==> src/rtl/mips_defs_pkg.sv <==
// Shared MIPS multicycle definitions: FSM state codes, primary opcodes and
// ALUOp encodings, used by the main control and by downstream ALU control.
package mips_defs_pkg;

    localparam logic [3:0] S_FETCH  = 4'd0;
    localparam logic [3:0] S_DECODE = 4'd1;
    localparam logic [3:0] S_MEMADR = 4'd2;
    localparam logic [3:0] S_MEMRD  = 4'd3;
    localparam logic [3:0] S_MEMWB  = 4'd4;
    localparam logic [3:0] S_MEMWR  = 4'd5;
    localparam logic [3:0] S_EXEC   = 4'd6;
    localparam logic [3:0] S_ALUWB  = 4'd7;
    localparam logic [3:0] S_BRANCH = 4'd8;
    localparam logic [3:0] S_JUMP   = 4'd9;
    localparam logic [3:0] S_ADDIEX = 4'd10;
    localparam logic [3:0] S_ADDIWB = 4'd11;

    localparam logic [5:0] OP_R    = 6'b000000;
    localparam logic [5:0] OP_LW   = 6'b100011;
    localparam logic [5:0] OP_SW   = 6'b101011;
    localparam logic [5:0] OP_BEQ  = 6'b000100;
    localparam logic [5:0] OP_J    = 6'b000010;
    localparam logic [5:0] OP_ADDI = 6'b001000;

    localparam logic [1:0] ALUOP_ADD   = 2'b00;
    localparam logic [1:0] ALUOP_SUB   = 2'b01;
    localparam logic [1:0] ALUOP_FUNCT = 2'b10;

    // True for every opcode the control FSM knows how to sequence.
    function automatic logic isKnownOp(input logic [5:0] op);
        logic known;
        case (op)
            OP_R, OP_LW, OP_SW, OP_BEQ, OP_J, OP_ADDI: known = 1'b1;
            default:                                   known = 1'b0;
        endcase
        return known;
    endfunction

endpackage

==> src/rtl/control_decode.sv <==
// Moore output decode for the multicycle control FSM; only FETCH looks at
// memReady, so IR/PC load exactly when the instruction fetch completes.
module control_decode
    import mips_defs_pkg::*;
(
    input  logic [3:0] state,
    input  logic       memReady,
    output logic       PCWrite,
    output logic       PCWriteCond,
    output logic       IorD,
    output logic       MemRead,
    output logic       MemWrite,
    output logic       IRWrite,
    output logic       MemtoReg,
    output logic       RegWrite,
    output logic       RegDst,
    output logic       ALUSrcA,
    output logic [1:0] PCSource,
    output logic [1:0] ALUSrcB,
    output logic [1:0] ALUOp
);

    // Per-state strobes; anything not named for a state stays low.
    always_comb begin
        PCWrite     = 1'b0;
        PCWriteCond = 1'b0;
        IorD        = 1'b0;
        MemRead     = 1'b0;
        MemWrite    = 1'b0;
        IRWrite     = 1'b0;
        MemtoReg    = 1'b0;
        RegWrite    = 1'b0;
        RegDst      = 1'b0;
        ALUSrcA     = 1'b0;
        PCSource    = 2'b00;
        ALUSrcB     = 2'b00;
        ALUOp       = ALUOP_ADD;
        case (state)
            S_FETCH: begin
                MemRead = 1'b1;
                ALUSrcB = 2'b01;
                IRWrite = memReady;
                PCWrite = memReady;
            end
            S_DECODE: begin
                ALUSrcB = 2'b11;
            end
            S_MEMADR, S_ADDIEX: begin
                ALUSrcA = 1'b1;
                ALUSrcB = 2'b10;
            end
            S_MEMRD: begin
                MemRead = 1'b1;
                IorD    = 1'b1;
            end
            S_MEMWR: begin
                MemWrite = 1'b1;
                IorD     = 1'b1;
            end
            S_MEMWB: begin
                RegWrite = 1'b1;
                MemtoReg = 1'b1;
            end
            S_EXEC: begin
                ALUSrcA = 1'b1;
                ALUOp   = ALUOP_FUNCT;
            end
            S_ALUWB: begin
                RegWrite = 1'b1;
                RegDst   = 1'b1;
            end
            S_BRANCH: begin
                ALUSrcA     = 1'b1;
                ALUOp       = ALUOP_SUB;
                PCWriteCond = 1'b1;
                PCSource    = 2'b01;
            end
            S_JUMP: begin
                PCWrite  = 1'b1;
                PCSource = 2'b10;
            end
            S_ADDIWB: begin
                RegWrite = 1'b1;
            end
            default: begin
                PCWrite = 1'b0;
            end
        endcase
    end

endmodule

==> src/rtl/multicycle_control.sv <==
// Multicycle MIPS main control: state register, next-state logic and a sticky
// illegal-opcode flag; datapath strobes come from control_decode.
module multicycle_control
    import mips_defs_pkg::*;
#(
    parameter logic MEM_WAIT_EN = 1'b1
) (
    input  logic       clk,
    input  logic       rst_n,
    input  logic [5:0] opcode,
    input  logic       mem_ready,
    output logic       PCWrite,
    output logic       PCWriteCond,
    output logic       IorD,
    output logic       MemRead,
    output logic       MemWrite,
    output logic       IRWrite,
    output logic       MemtoReg,
    output logic       RegWrite,
    output logic       RegDst,
    output logic       ALUSrcA,
    output logic [1:0] PCSource,
    output logic [1:0] ALUSrcB,
    output logic [1:0] ALUOp,
    output logic [3:0] state,
    output logic       illegal_op
);

    logic [3:0] state_r;
    logic [3:0] nextState_s;
    logic       illegalOp_r;
    logic       memReady_s;
    logic       decodeIllegal_s;

    assign memReady_s      = MEM_WAIT_EN ? mem_ready : 1'b1;
    assign decodeIllegal_s = (state_r == S_DECODE) && !isKnownOp(opcode);

    // Next-state selection; MEMADR re-examines the live opcode to pick read or write.
    always_comb begin
        nextState_s = S_FETCH;
        case (state_r)
            S_FETCH: begin
                if (memReady_s) nextState_s = S_DECODE;
                else            nextState_s = S_FETCH;
            end
            S_DECODE: begin
                case (opcode)
                    OP_R:         nextState_s = S_EXEC;
                    OP_LW, OP_SW: nextState_s = S_MEMADR;
                    OP_BEQ:       nextState_s = S_BRANCH;
                    OP_J:         nextState_s = S_JUMP;
                    OP_ADDI:      nextState_s = S_ADDIEX;
                    default:      nextState_s = S_FETCH;
                endcase
            end
            S_MEMADR: begin
                if (opcode == OP_SW)      nextState_s = S_MEMWR;
                else if (opcode == OP_LW) nextState_s = S_MEMRD;
                else                      nextState_s = S_FETCH;
            end
            S_MEMRD: begin
                if (memReady_s) nextState_s = S_MEMWB;
                else            nextState_s = S_MEMRD;
            end
            S_MEMWR: begin
                if (memReady_s) nextState_s = S_FETCH;
                else            nextState_s = S_MEMWR;
            end
            S_EXEC:   nextState_s = S_ALUWB;
            S_ADDIEX: nextState_s = S_ADDIWB;
            S_MEMWB, S_ALUWB, S_BRANCH, S_JUMP, S_ADDIWB: nextState_s = S_FETCH;
            default:  nextState_s = S_FETCH;
        endcase
    end

    // State register and sticky illegal flag; only reset clears the flag.
    always_ff @(posedge clk or negedge rst_n) begin
        if (!rst_n) begin
            state_r     <= S_FETCH;
            illegalOp_r <= 1'b0;
        end else begin
            state_r <= nextState_s;
            if (decodeIllegal_s) illegalOp_r <= 1'b1;
            else                 illegalOp_r <= illegalOp_r;
        end
    end

    assign state      = state_r;
    assign illegal_op = illegalOp_r;

    control_decode uDecode (
        .state       (state_r),
        .memReady    (memReady_s),
        .PCWrite     (PCWrite),
        .PCWriteCond (PCWriteCond),
        .IorD        (IorD),
        .MemRead     (MemRead),
        .MemWrite    (MemWrite),
        .IRWrite     (IRWrite),
        .MemtoReg    (MemtoReg),
        .RegWrite    (RegWrite),
        .RegDst      (RegDst),
        .ALUSrcA     (ALUSrcA),
        .PCSource    (PCSource),
        .ALUSrcB     (ALUSrcB),
        .ALUOp       (ALUOp)
    );

endmodule

==> config.mk <==
export PLATFORM = sky130hd
export DESIGN_NAME = multicycle_control
export DESIGN_NICKNAME = d
export VERILOG_FILES = /design/src/rtl/mips_defs_pkg.sv /design/src/rtl/control_decode.sv /design/src/rtl/multicycle_control.sv
export SDC_FILE = /design/constraint.sdc
export NUM_CORES = 1
export LEC_CHECK = 0
export BUFFER_PORTS_ARGS = -buffer_cell sky130_fd_sc_hd__buf_2
export CAP_MARGIN = 20
export CORE_MARGIN = 2
export CORE_UTILIZATION = 30
export CTS_CLUSTER_DIAMETER = 60
export CTS_CLUSTER_SIZE = 8
export DETAILED_ROUTE_END_ITERATION = 8
export GPL_TIMING_DRIVEN = 0
export PLACE_DENSITY = 0.67
export SETUP_SLACK_MARGIN = 0.2
export SLEW_MARGIN = 10
export SYNTH_ARGS = -nofsm -noshare
export SYNTH_HDL_FRONTEND = slang
export SYNTH_SLANG_ARGS = --single-unit
export TNS_END_PERCENT = 1
==> constraint.sdc <==
create_clock -name clk -period 4.6 [get_ports clk]
set_clock_uncertainty 0.1 [all_clocks]
set_input_delay 1.15 -clock clk [delete_from_list [all_inputs] [get_ports clk]]
set_output_delay 1.15 -clock clk [all_outputs]
set_load 0.03 [all_outputs]
==> results of run 1 <==
stage by stage:
| stage | util | std cells | worst slack, ps | total power, mW | hold slack (ps) |
|---|---|---|---|---|---|
| 2_1_floorplan | - | 75 | 1300 | 0.0817 | 550 |
| 3_3_place_gp | 0.437 | 120 | 1480 | 0.0983 | 367 |
| 3_5_place_dp | 0.437 | 120 | 1450 | 0.0990 | 361 |
| 4_1_cts | 0.454 | 124 | 1450 | 0.152 | 368 |
| 5_1_grt | 0.454 | 124 | 1360 | 0.161 | 405 |
| 6_report | 0.454 | 124 | 1440 | 0.150 | 367 |
worst reg2reg max path, stage by stage, from the launching register on:
cell	delay, ps
dfrtp_1	450
nand2b_1	260
or4_4	460
o221ai_1	200
synthesized netlist by cell type:
cell type	number	area [um^2]
o21bai_1	1	7.51
o221ai_1	1	8.76
nand2b_1	2	12.5
a21oi_1	3	15.0
a41o_1	1	10.0
nand3b_1	2	15.0
or3_1	1	6.26
nor4b_1	1	8.76
nand4_1	1	6.26
nand3_1	1	5.00
inv_1	3	11.3
or4_1	1	7.51
nor3b_1	2	15.0
buf_2	1	5.00
nor3_1	9	45.0
clkbuf_1	3	11.3
or4_4	1	11.3
buf_4	2	15.0
nor2_1	12	45.0
nand2_1	7	26.3
and3_2	1	7.51
dfrtp_1	5	125
o21ai_0	4	20.0
o211ai_1	3	22.5
a211oi_1	1	7.51
xnor2_1	1	8.76
o21a_1	1	7.51
xor2_1	2	17.5
and3_1	2	12.5
cell families after synthesis:
family / count (synthesis)
AO/OA/AOI/OAI: 15
XOR/XNOR: 3
buffers and inverters: 9
flip-flops: 5
AND/OR/NAND/NOR: 43
cell usage in the layout (no fill, tap or decap):
cell type  Yosys  routed
nand4_1        1       1
or3_1          1       1
and3_2         1       1
nor3_1         9       9
and3_1         2       2
o221ai_1       1       1
clkbuf_4       0       3
nand2b_1       2       2
nand3b_1       2       2
o21bai_1       1       1
dfrtp_1        5       5
o21a_1         1       1
xnor2_1        1       1
inv_1          3       3
a21oi_1        3       3
o21ai_0        4       4
or4_1          1       1
buf_4          2       2
xor2_1         2       2
a211oi_1       1       1
o211ai_1       3       3
nand2_1        7       7
a41o_1         1       1
nand3_1        1       1
nor2_1        12      12
nor4b_1        1       1
or4_4          1       1
clkbuf_1       3       4
nor3b_1        2       2
buf_2          1      30
per-layer routing:
metal | up-vias | routed length (um) | global-route usage
met5 | - | 0 | 0
met4 | 0 | 14 | 0.0706
met3 | 2 | 103 | 0.0397
met2 | 27 | 576 | 0.228
met1 | 283 | 680 | 0.180
li1 | 332 | - | -
flip-flops by register name, summed over array words and instances (netlist names):
signal	count
illegal_op	1
state	4
final timing paths:
check                                         endpoint  cells past startpoint  slack (ps)                    from
worst min register to register  illegal_op$_DFFE_PN0P_                      1         370  illegal_op$_DFFE_PN0P_
worst max-delay path                           PCWrite                      5        1440               mem_ready
max in group asynchronous           state[1]$_DFF_PN0_                      1        3660                   rst_n
worst min-delay path            illegal_op$_DFFE_PN0P_                      1         370  illegal_op$_DFFE_PN0P_
min in group asynchronous       illegal_op$_DFFE_PN0P_                      1         600                   rst_n
worst max register to register      state[2]$_DFF_PN0_                      3        3030      state[0]$_DFF_PN0_
power groups by stage:
| stage | clock network, mW | logic (mW) | registers, mW |
|---|---|---|---|
| detailed placement | 0 | 0.0502 | 0.0487 |
| CTS | 0.0540 | 0.0503 | 0.0480 |
| finish | 0.0522 | 0.0501 | 0.0480 |
| floorplan | 0 | 0.0306 | 0.0511 |
| global route | 0.0578 | 0.0548 | 0.0483 |
| global placement | 0 | 0.0495 | 0.0488 |
final cells by class:
class | instances | area (um^2)
multi-input cells | 61 | 349
clock buffers | 4 | 26.3
flip-flops and latches | 5 | 125
plain buffers | 6 | 31.3
fillers | 178 | 851
inverters | 3 | 11.3
well taps | 16 | 20.0
repair buffers | 29 | 145
==> results.ini, run 1 <==
[run_status]
status = finished clean

[timing]
hold_viol = 0
final_max_slew_viol_count = 0
fmax_mhz = 316
worst_pin_slew_ps = 430
final.setup.tns_ps = 0
min_period_over_period = 0.687
maxSlewHeadroom = 0.713
post-route-min-period_ps = 3160
setup_viol = 0
rsz0062_at_grt = false

[clock_network]
cts_tree = yes
clkLatencyLatePin_ps = 250
htree_num_levels = 1
cts.clk_slew.worst_paths_ps = 50
ctsLongestPathBuffers = 2
post_cts_buffers = 0
post_cts_resized = 0
ctsHoldBuffers = 0
numCtsBuffers = 3
root_buffer = clkbuf_4
cts.sink_count = 5

[grt]
overflow = 0
grt_pass1_wl_mm = 2.19
antenna_found_initial = 0
grt_pass1_vias = 517
grt_max_degree = 11
groute.usage.overall = 0.145

[synth]
syn_inst = 75
synth-seq-cells = 5
synth.distinct_cells = 29
yosys-mux-area-fraction = 0
syn_area_um2 = 517
synth_top_family_by_area = simple AND/OR/NAND/NOR gates
synth-compound-area-share = 0.191
synth_nets = 84
yosys.area_share.simple = 0.433
synth_adder_area_share = 0
synth_area_per_cell_um2 = 6.89
ys_warn_count = 0
ys_seq_area_frac = 0.242
synth_xor_area_frac = 0.0508

[critical_path]
cp_common_cell = buf_2
path_cells = buf_2 > nor3b_1 > a21oi_1 > nor3_1 > buf_2
worstSetupEndpointType = primary output
crit_fanout = 7
worstSetupStartpointType = input pin
cpMaxStageDelayCell = buf_2
critical_path_buf_inv_count = 2
cp.required_ps = 3350
crit_family = buffers and inverters
critPathKind = input pin to primary output
cp.arrival_ps = 1910
max_stage_delay_ps = 220

[die]
rows = 14
initial_core_util = 0.331
die_x_um = 45.5
die_y_um = 45.5
io_pins = 30
design.die.area_mm2 = 0.00207
core_area_mm2 = 0.00156

[power_and_ir_drop]
swShare = 0.372
p_int_uw = 94.4
power.static_leakage_nw = 0.346
clkPwrFrac = 0.347
ir_drop_mv = 0.115
pwr-share-seq = 0.320
comb_power_share = 0.333
p_per_area_mw_per_mm2 = 212
p_sw_uw = 55.9

[drt]
wl_per_cell_um = 11.1
dr.first_iter.drc_count = 6
vias_per_cell = 5.19
dr_total_vias = 644
drtAntennaViolNets = 0
drc = 0
routed_wl_mm = 1.38
first_pass_iters = 4

[finish]
drive_gt1_frac = 0.343
design_area_um2 = 708
syn_to_final_growth_pct = 37.0
layout.nets = 118
n_antenna_cell = 0

[flow_run]
maxCapViolations = 0

[placement]
portBuffers = 29
hpwl_mm = 1.07
post_dp_cell_area_um2 = 682
place.gp.congestion = 0.806

[hold_path]
hold_class = flop to flop

No activity file was read; power rests on OpenSTA's default activity.
==> run 2: changes to the inputs <==
--- a/config.mk
+++ b/config.mk
@@ -13,7 +13,7 @@
 export CTS_CLUSTER_SIZE = 8
 export DETAILED_ROUTE_END_ITERATION = 8
 export GPL_TIMING_DRIVEN = 0
-export PLACE_DENSITY = 0.67
+export PLACE_DENSITY = 0.69
 export SETUP_SLACK_MARGIN = 0.2
 export SLEW_MARGIN = 10
 export SYNTH_ARGS = -nofsm -noshare
==> constraint.sdc (replaced) <==
create_clock -name clk -period 2.8 [get_ports clk]
set_clock_uncertainty 0.1 [all_clocks]
set_input_delay 0.7 -clock clk [delete_from_list [all_inputs] [get_ports clk]]
set_output_delay 0.7 -clock clk [all_outputs]
set_load 0.03 [all_outputs]
==> run 2 against run 1 <==
  * Total power increased by 65%
  * Combinational power increased by 66%
  * Utilization increased by 0.72 points
  * Hold slack got worse by 210 ps
  * Count of clock-buffer cells in the layout unchanged
  * Die area unchanged
  * Non-clock buffer count unchanged
  * Global-route usage increased by 0.95 points
  * Sequential share of layout area decreased by 0.28 points
  * Register-to-register slack got worse by 1800 ps
  * Via count increased by 5.6%
  * Clock power increased by 63%
==> results.ini, run 2 (synthesis gave the netlist of run 1 again) <==
[run_status]
status = finished clean

[timing]
min_period_over_period = 0.877
maxSlewHeadroom = 0.687  ; -0.0262
setup_viol = 0  ; unchanged
final.setup.tns_ps = 0  ; unchanged
final_max_slew_viol_count = 0  ; unchanged
post-route-min-period_ps = 2460
rsz0062_at_grt = true
hold_viol = 0  ; unchanged
worst_pin_slew_ps = 469  ; +39.4 ps
fmax_mhz = 407
setup_slack_ps = 344  ; -1100 ps

[clock_network]
cts.sink_count = 5  ; unchanged
numCtsBuffers = 3  ; unchanged
clkLatencyLatePin_ps = 250  ; about the same
post_cts_buffers = 0  ; unchanged
cts.clk_slew.worst_paths_ps = 50  ; about the same
htree_num_levels = 1  ; unchanged
ctsLongestPathBuffers = 2  ; unchanged
cts_tree = yes
ctsHoldBuffers = 0  ; unchanged
root_buffer = clkbuf_4

[grt]
grt_pass1_vias = 587  ; +14%
grt_max_degree = 11  ; unchanged
groute.usage.overall = 0.154  ; +0.00945
antenna_found_initial = 0  ; unchanged
overflow = 0  ; unchanged
grt_pass1_wl_mm = 2.33  ; +6.6%

[placement]
place.gp.congestion = 0.778  ; -3.4%
place_worst_setup_slack_ps = 531  ; -920 ps
portBuffers = 29  ; unchanged
hpwl_mm = 1.08  ; +0.61%

[critical_path]
crit_family = buffers and inverters
rrSetupSlack_ps = 1180  ; -1850 ps
cp.required_ps = 2000  ; -1350 ps
worstSetupEndpointType = primary output
crit_fanout = 10  ; +3
path_cells = clkbuf_1 > nor2_1 > a211oi_1 > buf_2
critical_path_buf_inv_count = 2  ; unchanged
ff2ff_path_depth = 3  ; unchanged
cp.arrival_ps = 1660  ; -250 ps
worstSetupStartpointType = flop
cpMaxStageDelayCell = clkbuf_1
critical_path_depth = 4  ; -1
cp-startpoint = state[1]$_DFF_PN0_
critPathKind = flop to primary output
max_stage_delay_ps = 390  ; +170 ps
rr_startpoint = state[0]$_DFF_PN0_
crit_path_end = ALUSrcA
timing.rr.end = state[2]$_DFF_PN0_

[hold_path]
hold_class = input pin to async pin

[power_and_ir_drop]
ir_drop_mv = 0.178  ; +55%
power.static_leakage_nw = 0.356  ; +2.9%
finalPower_uw = 248  ; +65%
p_per_area_mw_per_mm2 = 344  ; +62%

[finish]
final_common_cell = buf_2
n_antenna_cell = 0  ; unchanged
largest_register_ffs = 4  ; unchanged
syn_to_final_growth_pct = 39.2
multi_input_area_um2 = 359  ; +2.9%
final_cell_mix = buf_2, nor2_1, nand2_1, nor3_1, dfrtp_1
seqCellArea_um2 = 125  ; unchanged
layout.nets = 118  ; unchanged
fillers = 162  ; -9.0%
drive_gt1_frac = 0.370  ; +0.0278

[die]
die_x_um = 45.5  ; unchanged
io_pins = 30  ; unchanged
rows = 14  ; unchanged
die_y_um = 45.5  ; unchanged
initial_core_util = 0.331  ; unchanged
core_area_mm2 = 0.00156  ; unchanged
design.die.area_mm2 = 0.00207  ; unchanged

[drt]
dr.first_iter.drc_count = 14  ; +8
drtAntennaViolNets = 0  ; unchanged
wl_per_cell_um = 11.4  ; +3.0%
first_pass_iters = 4  ; unchanged
routed_wl_mm = 1.42  ; +3.0%
vias_per_cell = 5.48  ; +5.6%
drc = 0  ; unchanged
dr_total_vias = 680  ; +5.6%

[flow_run]
maxCapViolations = 0  ; unchanged

[run 2: per-layer routing]
| metal | wire length (um) | global-route usage | part of all wire | vias up |
|---|---|---|---|---|
| li1 | - | - | - | 335 |
| met5 | 0 | 0 | 0 | - |
| met1 | 693 | 0.191 | 0.49 | 306 |
| met3 | 93 | 0.0159 | 0.066 | 2 |
| met2 | 612 | 0.251 | 0.43 | 37 |
| met4 | 16 | 0.100 | 0.011 | 0 |
[run 2: metrics by stage]
stage | hold slack, ps | instance area (um^2) | utilization | instances
2_1_floorplan | 304 | 522 | - | 75
3_3_place_gp | 364 | 687 | 0.441 | 120
3_5_place_dp | 360 | 687 | 0.441 | 120
4_1_cts | 149 | 713 | 0.457 | 124
5_1_grt | 162 | 719 | 0.461 | 124
6_report | 152 | 719 | 0.461 | 124
[run 2: cell type report]
type / count / share of cell area
multi-input combinational: 61 / 0.499
timing repair buffer: 29 / 0.202
sequential: 5 / 0.174
buffer: 6 / 0.0452
clock buffer: 4 / 0.0365
tap: 16 / 0.0278
inverter: 3 / 0.0157
[run 2: worst min path at each step]
stage                                      start                endpoint  slack [ps]  depth (start not counted)
after floorplan                            rst_n  illegal_op$_DFFE_PN0P_         300                          0
after global placement    illegal_op$_DFFE_PN0P_  illegal_op$_DFFE_PN0P_         360                          1
after detailed placement  illegal_op$_DFFE_PN0P_  illegal_op$_DFFE_PN0P_         360                          1
after CTS                                  rst_n  illegal_op$_DFFE_PN0P_         150                          1
after global routing                       rst_n      state[3]$_DFF_PN0_         160                          1
final                                      rst_n      state[3]$_DFF_PN0_         150                          1
[run 2: power breakdown]
| group | switching [mW] | internal (mW) | total, mW |
|---|---|---|---|
| registers | 0.00411 | 0.0748 | 0.0789 |
| clock network | 0.0313 | 0.0540 | 0.0853 |
| logic | 0.0568 | 0.0265 | 0.0833 |
| total | 0.0923 | 0.155 | 0.248 |
[run 2: what timing repair did]
action | CTS | global route
endpoints found under the setup margin | 0 | 3
resized for setup | 0 | 3
hold endpoints to repair | 0 | 0
==> run 3: changes to the inputs <==
--- a/config.mk
+++ b/config.mk
@@ -5,13 +5,14 @@
 export SDC_FILE = /design/constraint.sdc
 export NUM_CORES = 1
 export LEC_CHECK = 0
-export BUFFER_PORTS_ARGS = -buffer_cell sky130_fd_sc_hd__buf_2
+export BUFFER_PORTS_ARGS = -buffer_cell sky130_fd_sc_hd__clkbuf_2
 export CAP_MARGIN = 20
 export CORE_MARGIN = 2
 export CORE_UTILIZATION = 30
 export CTS_CLUSTER_DIAMETER = 60
 export CTS_CLUSTER_SIZE = 8
 export DETAILED_ROUTE_END_ITERATION = 8
+export GPL_ROUTABILITY_DRIVEN = 1
 export GPL_TIMING_DRIVEN = 0
 export PLACE_DENSITY = 0.69
 export SETUP_SLACK_MARGIN = 0.2
==> run 3 against run 2 <==
  * Utilization fell by 0.32 points
  * Die area unchanged
  * Worst setup slack better by 17 ps
  * Largest cell class unchanged
  * Combinational power shrank 0.6%
  * Global-route usage fell by 0.56 points
  * Via count decreased by 4.6%
  * Sequential power about the same
  * Total power hardly changed
  * Maximum frequency rose by 0.71%
  * Final cell count unchanged
==> results.ini, run 3 (synthesis gave the netlist of run 1 again) <==
[drt]
drtAntennaViolNets = 0  ; unchanged
vias_per_cell = 5.23  ; -4.6%
routed_wl_mm = 1.36  ; -4.0%
dr_total_vias = 649  ; -4.6%
first_pass_iters = 4  ; unchanged
drc = 0  ; unchanged
wl_per_cell_um = 11.0  ; -4.0%
dr.first_iter.drc_count = 10  ; -4

[grt]
overflow = 0  ; unchanged
groute.usage.overall = 0.149  ; -0.00559
grt_pass1_wl_mm = 2.21  ; -5.1%
grt_pass1_vias = 538  ; -8.3%
antenna_found_initial = 0  ; unchanged
grt_max_degree = 11  ; unchanged

[clock_network]
clkLatencyLatePin_ps = 250  ; about the same
ctsLongestPathBuffers = 2  ; unchanged
cts.clk_slew.worst_paths_ps = 50  ; about the same
post_cts_buffers = 0  ; unchanged
numCtsBuffers = 3  ; unchanged
cts_tree = yes
root_buffer = clkbuf_4
cts.sink_count = 5  ; unchanged
htree_num_levels = 1  ; unchanged

[placement]
portBuffers = 29  ; unchanged
dp.cells = 120  ; unchanged
post_dp_cell_area_um2 = 687  ; unchanged
hpwl_mm = 1.06  ; -1.3%
place.gp.congestion = 0.767  ; -1.5%

[timing]
min_period_over_period = 0.871  ; -0.00616
setup_viol = 0  ; unchanged
post-route-min-period_ps = 2440  ; -17.2 ps
fmax_mhz = 410  ; +0.71%
worst_pin_slew_ps = 457  ; -12.2 ps
hold_viol = 0  ; unchanged
rsz0062_at_grt = true
maxSlewHeadroom = 0.693  ; +0.00581
final_max_slew_viol_count = 0  ; unchanged

[critical_path]
critPathKind = flop to primary output
cp.required_ps = 2000  ; about the same
cpMaxStageDelayCell = dfrtp_1
worstSetupEndpointType = primary output
cp.arrival_ps = 1640  ; -20 ps
crit_fanout = 10  ; unchanged
max_stage_delay_ps = 450  ; +60 ps
path_cells = clkbuf_1 > nor3_1 > buf_4 > clkbuf_2
worstSetupStartpointType = flop

[finish]
final_cell_mix = clkbuf_2, nor2_1, nor3_1
n_antenna_cell = 0  ; unchanged
largest_register_ffs = 4  ; unchanged
design_area_um2 = 714  ; -0.70%
drive_gt1_frac = 0.361  ; -0.00926
fillers = 170  ; +4.9%
syn_to_final_growth_pct = 38.3
fin_cells = 124  ; unchanged
layout.nets = 118  ; unchanged
final_util = 0.458  ; -0.00321
final_common_cell = clkbuf_2

[run_status]
status = finished clean

[power_and_ir_drop]
ir_drop_mv = 0.210  ; +18%
p_per_area_mw_per_mm2 = 346  ; +0.69%
power.static_leakage_nw = 0.344  ; -3.4%

[die]
initial_core_util = 0.331  ; unchanged
io_pins = 30  ; unchanged
design.die.area_mm2 = 0.00207  ; unchanged
die_y_um = 45.5  ; unchanged
core_area_mm2 = 0.00156  ; unchanged
rows = 14  ; unchanged
die_x_um = 45.5  ; unchanged

[hold_path]
hold_class = input pin to async pin

[flow_run]
maxCapViolations = 0  ; unchanged

[run 3: final timing paths]
check,slack [ps],startpoint,end,cells past startpoint
setup / recovery,360,state[0]$_DFF_PN0_,ALUOp[0],4
hold / removal,160,rst_n,state[3]$_DFF_PN0_,1
setup reg to reg,1230,state[0]$_DFF_PN0_,state[2]$_DFF_PN0_,3
hold reg to reg,390,illegal_op$_DFFE_PN0P_,illegal_op$_DFFE_PN0P_,1
max in group asynchronous,2310,rst_n,state[0]$_DFF_PN0_,1
min in group clk,390,illegal_op$_DFFE_PN0P_,illegal_op$_DFFE_PN0P_,1
[run 3: area by class of cell]
| class | count | area, um^2 | share of cell area |
|---|---|---|---|
| Multi-Input combinational cell | 61 | 354 | 0.496 |
| Tap cell | 16 | 20.0 | 0.0280 |
| Buffer | 6 | 32.5 | 0.0455 |
| Clock buffer | 4 | 26.3 | 0.0368 |
| Inverter | 3 | 11.3 | 0.0158 |
| Timing Repair Buffer | 29 | 145 | 0.203 |
| Sequential cell | 5 | 125 | 0.175 |
[run 3: metrics by stage]
stage | TNS (ps) | hold WS [ps] | worst slack (ps) | total power, mW
finish | 0 | 157 | 361 | 0.248
floorplan | -48.8 | 304 | -24.4 | 0.135
detailed placement | 0 | 372 | 513 | 0.163
global placement | 0 | 368 | 527 | 0.162
CTS | 0 | 149 | 238 | 0.252
global route | 0 | 155 | 175 | 0.265
[run 3: per-layer routing]
layer / vias up / GRT usage / share of wire
li1: 333 / - / -
met1: 280 / 0.187 / 0.48
met2: 34 / 0.237 / 0.42
met3: 2 / 0.0238 / 0.082
met4: 0 / 0.0882 / 0.013
met5: - / 0 / 0
[run 3: critical path: cells and delay by family, from the launching register on]
family        cells  cell delay, ps
buf+inv           3             610
flops             1             450
simple gates      1             340
[run 3: timing repair]
item / 4_1_cts / 5_1_grt
resized for setup: 0 / 2
endpoints found under the setup margin: 0 / 4
hold buffers: 0 / 0
[run 3: where the power goes]
group	switching (mW)	total [mW]	internal (mW)	leakage, nW
clock network	0.0316	0.0856	0.0540	0.0150
logic	0.0567	0.0828	0.0261	0.266
registers	0.00427	0.0791	0.0748	0.0630
total	0.0927	0.248	0.155	0.344
